File: src/rtl/intersection_ctrl.sv
// Two-approach signal scheduler: green/yellow/all-red sequencing, ped walk grants, emergency preempt.
// State and counters update one clock after inputs; lamps and walk decode from the registered state.
module intersection_ctrl #(
  parameter int GREEN_MIN = 256,
  parameter int GREEN_MAX = 1024,
  parameter int YELLOW    = 128,
  parameter int ALL_RED   = 32,
  parameter int WALK      = 64,
  parameter int CW        = 11
) (
  input  logic       clk,
  input  logic       rst,
  input  logic       car_ns,
  input  logic       car_ew,
  input  logic       ped_ns,
  input  logic       ped_ew,
  input  logic       emg,
  input  logic       emg_dir,
  output logic [2:0] ns_light,
  output logic [2:0] ew_light,
  output logic       walk_ns,
  output logic       walk_ew,
  output logic [2:0] state_o
);

  typedef enum logic [2:0] {
    NS_G  = 3'd0,
    NS_Y  = 3'd1,
    AR_EW = 3'd2,
    EW_G  = 3'd3,
    EW_Y  = 3'd4,
    AR_NS = 3'd5
  } state_e;

  localparam logic [CW-1:0] GMIN_LAST = CW'(GREEN_MIN - 1);
  localparam logic [CW-1:0] GMAX_LAST = CW'(GREEN_MAX - 1);
  localparam logic [CW-1:0] Y_LAST    = CW'(YELLOW - 1);
  localparam logic [CW-1:0] AR_LAST   = CW'(ALL_RED - 1);
  localparam logic [CW-1:0] WALK_LIM  = CW'(WALK);

  localparam logic [2:0] LAMP_R = 3'b100;
  localparam logic [2:0] LAMP_Y = 3'b010;
  localparam logic [2:0] LAMP_G = 3'b001;

  // Kept as a plain vector so codes 6/7 are representable and recoverable.
  logic [2:0]    state_q, state_d;
  logic [CW-1:0] cnt_q, cnt_d;
  logic          pend_ns_q, pend_ns_d;
  logic          pend_ew_q, pend_ew_d;
  logic          walk_act_ns_q, walk_act_ns_d;
  logic          walk_act_ew_q, walk_act_ew_d;

  logic cross_ns, cross_ew;
  logic ns_exit, ew_exit;
  logic in_green;
  logic enter_ns, enter_ew;

  always_ff @(posedge clk) begin
    if (rst) begin
      state_q       <= NS_G;
      cnt_q         <= '0;
      pend_ns_q     <= 1'b0;
      pend_ew_q     <= 1'b0;
      walk_act_ns_q <= 1'b0;
      walk_act_ew_q <= 1'b0;
    end else begin
      state_q       <= state_d;
      cnt_q         <= cnt_d;
      pend_ns_q     <= pend_ns_d;
      pend_ew_q     <= pend_ew_d;
      walk_act_ns_q <= walk_act_ns_d;
      walk_act_ew_q <= walk_act_ew_d;
    end
  end

  // Next state: a green in the preempt direction holds; the crossing green yields at once.
  always_comb begin
    state_d  = state_q;
    cross_ns = car_ew | pend_ew_q | ped_ew;
    cross_ew = car_ns | pend_ns_q | ped_ns;
    ns_exit  = cross_ns && ((cnt_q >= GMIN_LAST && !car_ns) || cnt_q >= GMAX_LAST);
    ew_exit  = cross_ew && ((cnt_q >= GMIN_LAST && !car_ew) || cnt_q >= GMAX_LAST);

    case (state_q)
      NS_G: begin
        if (emg) begin
          if (emg_dir) state_d = NS_Y;
        end else if (ns_exit) begin
          state_d = NS_Y;
        end
      end
      NS_Y: begin
        if (cnt_q == Y_LAST) state_d = AR_EW;
      end
      AR_EW: begin
        if (cnt_q == AR_LAST) state_d = (emg && !emg_dir) ? NS_G : EW_G;
      end
      EW_G: begin
        if (emg) begin
          if (!emg_dir) state_d = EW_Y;
        end else if (ew_exit) begin
          state_d = EW_Y;
        end
      end
      EW_Y: begin
        if (cnt_q == Y_LAST) state_d = AR_NS;
      end
      AR_NS: begin
        if (cnt_q == AR_LAST) state_d = (emg && emg_dir) ? EW_G : NS_G;
      end
      default: state_d = NS_G;
    endcase
  end

  // Interval counter restarts on every state change; greens saturate so GREEN_MAX stays reached.
  always_comb begin
    in_green = (state_q == NS_G) || (state_q == EW_G);
    cnt_d    = cnt_q + 1'b1;
    if (state_d != state_q) begin
      cnt_d = '0;
    end else if (in_green && cnt_q == GMAX_LAST) begin
      cnt_d = cnt_q;
    end
  end

  // A green entered under preemption grants no walk and leaves the request pending.
  always_comb begin
    enter_ns      = (state_d == NS_G) && (state_q != NS_G);
    enter_ew      = (state_d == EW_G) && (state_q != EW_G);
    pend_ns_d     = pend_ns_q | ped_ns;
    pend_ew_d     = pend_ew_q | ped_ew;
    walk_act_ns_d = walk_act_ns_q;
    walk_act_ew_d = walk_act_ew_q;

    if (enter_ns) begin
      if (emg) begin
        walk_act_ns_d = 1'b0;
      end else begin
        walk_act_ns_d = pend_ns_q | ped_ns;
        pend_ns_d     = 1'b0;
      end
    end

    if (enter_ew) begin
      if (emg) begin
        walk_act_ew_d = 1'b0;
      end else begin
        walk_act_ew_d = pend_ew_q | ped_ew;
        pend_ew_d     = 1'b0;
      end
    end
  end

  always_comb begin
    ns_light = LAMP_R;
    ew_light = LAMP_R;
    case (state_q)
      NS_G:    ns_light = LAMP_G;
      NS_Y:    ns_light = LAMP_Y;
      EW_G:    ew_light = LAMP_G;
      EW_Y:    ew_light = LAMP_Y;
      default: begin
        ns_light = LAMP_R;
        ew_light = LAMP_R;
      end
    endcase

    walk_ns = walk_act_ns_q && (state_q == NS_G) && (cnt_q < WALK_LIM) && !emg;
    walk_ew = walk_act_ew_q && (state_q == EW_G) && (cnt_q < WALK_LIM) && !emg;
    state_o = state_q;
  end

endmodule

File: config.mk
export PLATFORM = sky130hd
export DESIGN_NAME = intersection_ctrl
export DESIGN_NICKNAME = d
export VERILOG_FILES = /design/src/rtl/intersection_ctrl.sv
export SDC_FILE = /design/constraint.sdc
export NUM_CORES = 1
export LEC_CHECK = 0
export CAP_MARGIN = 20
export CORE_AREA = 3 3 51 53
export DETAILED_ROUTE_END_ITERATION = 10
export DIE_AREA = 0 0 54 56
export GPL_TIMING_DRIVEN = 0
export PLACE_DENSITY = 0.8
export RECOVER_POWER = 50
export SYNTH_ARGS = -nofsm -noshare
export SYNTH_HDL_FRONTEND = slang
export SYNTH_SLANG_ARGS = --single-unit
File: constraint.sdc
create_clock -name clk -period 4.25 [get_ports clk]
set_clock_uncertainty 0.15 [all_clocks]
set_input_delay 0.6375 -clock clk [delete_from_list [all_inputs] [get_ports clk]]
set_output_delay 0.6375 -clock clk [all_outputs]
set_load 0.01 [all_outputs]
==> metrics.txt <==
drt first-iter violations 55; critical path arrival approximately 2400 ps; Worst-path clk slew 110 ps; Clock Tree Buf Depth 2; sw frac about 27%; crit path max fanout 10; I/O Buffers 17; initial antenna violation count 0; GP Congestion a little under 0.9; Seq cells post-synth 18; CP Cell Sequence dlygate4sd3_1, clkbuf_1, nor3_1, and3_1, clkdlybuf4s50_1; met2 Usage GRT 38.1%; Routed WL per cell 14.7 microns; Die Wd 54 microns; Final Worst Setup Slack 1040 ps; Max Clk Rate 312 MHz; setup TNS 0 ps; relative slew slack 65.9%; gr busiest metal met2; sequential cell area fraction in the yosys report 29.5%; power per cell area 244 mW/mm^2; Final Hold Viols 0; status complete, no violations; Clock Power Share 31.1%; minimum clock period after layout ~3200 ps; CTS Buf Count 3; H-tree lvl count 1; Core Rows 17; DP Worst Slack 1130 ps; synth-to-layout area growth 18.9%; Reg power frac 51.0%; vias per cell about 6.1; Post-Place Cells 202; filler cell count 199; Combinational Power Share around 18%; Least-Margin Pin Slew roughly 500 ps; Peak supply drop 0.219 mV; most common cell after layout, fill and taps aside nor2_1; gr ovfl total 0; CP Data Required Time 3460 ps; RSZ-0062 raised after global routing false; critical path class input pin to primary output; CTS Hold Bufs 0; Clk Latency, worst-skew pair between 300 and 400 ps; P_leak between 0.5 and 0.6 nW; max cap viols 0; CP startpoint kind input pin; Synth Warn # 0; Ports 19; clock tree sinks 18; die height approximately 56 microns; First-pass DRT Iterations 4; final std cells w/o fill 206; Synth async-reset ratio 0%; Setup Buffers After CTS 0; Synth Area per Inst ~7.8 sq um; Top FF cell, synth dfxtp_1; syn nets 166; cells after synthesis 157; worst min-delay path class flop to flop; first-pass GRT wire length about 5.2 mm; P_sw 0.0971 mW; CP Capture Type primary output; Post-DRT Antenna Nets 0; count of cell types in the netlist between 40 and 50; final worst path period share 75.5%; DRC Markers 0; most frequent cells in the layout nor2_1 (23), dfxtp_1 (18), nand2_1 (11); Ant. Diodes 0; Final Max Tran Viols 0; DPL Wire Length about 2.3 mm; initial core utilization a little under three fifths; number of synthesized flops with an enable pin 0; GRT Overall Usage about 22%; share of layout cells above drive strength 1 10.7%; Mapped Area 0.00122 sq mm; Final setup viols 0; post-layout util roughly two thirds; final net count 188; Gates resized, CTS repair 0; clk root buf clkbuf_4; P_int approximately 0.26 mW; GRT met3 Usage approximately 4%; core area 0.00219 sq mm; Vias 1250; final WL 3.02 mm; Worst path max stage delay 550 ps; TritonCTS clock tree built; die area about 0.003 sq mm; slowest CP cell dlygate4sd3_1; met1 GRT Util a little over a quarter; number of global-route vias before repair 1235; pin count of the biggest net entering global routing 11
==> cell type report <==
cell class	instances	area [sq um]	area share, %
multi-input combinational	123	762	52.5
timing repair buffer	17	170	11.7
inverter	4	15.0	1.04
tap	28	35.0	2.42
buffer	12	71.3	4.92
clock buffer	4	36.3	2.50
sequential	18	360	24.8
==> cell families after synthesis <==
logic type,after synthesis,share of synthesized area [%]
compound gates,28,15.3
xor+xnor,10,7.18
fa+ha+maj,1,1.03
buf+inv,16,8.00
flops,18,29.5
mux,2,1.64
simple gates,82,37.3
==> state kept, by name, indices dropped and copies added (netlist names) <==
signal and flops:
cnt_q 11, state_o 3, pend_ew_q 1, pend_ns_q 1, walk_act_ew_q 1, walk_act_ns_q 1
==> synthesized netlist by cell type, types with 2 or more instances <==
master	number	area share, %
mux2i_1	2	1.6
and2_1	3	1.5
nand3_1	6	2.5
nand4_1	6	3.1
a31oi_1	2	1.0
or4_1	6	3.7
and3_1	6	3.1
buf_4	4	2.5
xor2_1	8	5.7
nor2_1	23	7.1
a21oi_1	7	2.9
nand2_1	11	3.4
clkbuf_1	4	1.2
a2111oi_0	2	1.4
o21ai_0	6	2.5
o211ai_1	2	1.2
or2b_2	3	2.2
xnor2_1	2	1.4
inv_1	4	1.2
buf_6	2	1.8
nor3_1	7	2.9
dfxtp_1	18	30
a211oi_1	2	1.2
==> power by group through the flow <==
stage	clock [mW]	combinational (mW)	sequential, mW
after CTS	0.111	0.0673	0.181
after global placement	0	0.0651	0.184
after detailed placement	0	0.0671	0.184
final	0.110	0.0635	0.181
after floorplan	0	0.0422	0.184
after global routing	0.118	0.0710	0.182
==> metrics by stage <==
stage | area [sq um] | power [mW] | hold WS (ps)
after CTS | 1460 | 0.359 | 314
after detailed placement | 1430 | 0.252 | 299
after floorplan | 1220 | 0.226 | 277
after global placement | 1430 | 0.249 | 289
final | 1450 | 0.354 | 311
after global routing | 1450 | 0.371 | 351
==> final timing paths <==
kind | from | endpoint | slack (ps) | depth (start not counted)
worst max register to register | cnt_q[0]$_SDFFE_PP0N_ | cnt_q[3]$_SDFFE_PP0N_ | 1370 | 8
worst min register to register | walk_act_ew_q$_SDFFE_PP0P_ | walk_act_ew_q$_SDFFE_PP0P_ | 310 | 2
worst max-delay path | emg | walk_ns | 1040 | 5
worst min-delay path | walk_act_ew_q$_SDFFE_PP0P_ | walk_act_ew_q$_SDFFE_PP0P_ | 310 | 2
==> worst max-delay path: cells and delay by family <==
family / cells / cell delay, ps
buffers and inverters: 3 / 1290
and+or+nand+nor: 2 / 490
==> layer usage <==
layer  up-vias  part of all wire, %
met3         9                  5.7
met4         0                  2.2
met2        50                   49
met5         -                    0
met1       580                   43
li1        611                    -
Note: power is estimated with default switching activity, not from simulation.
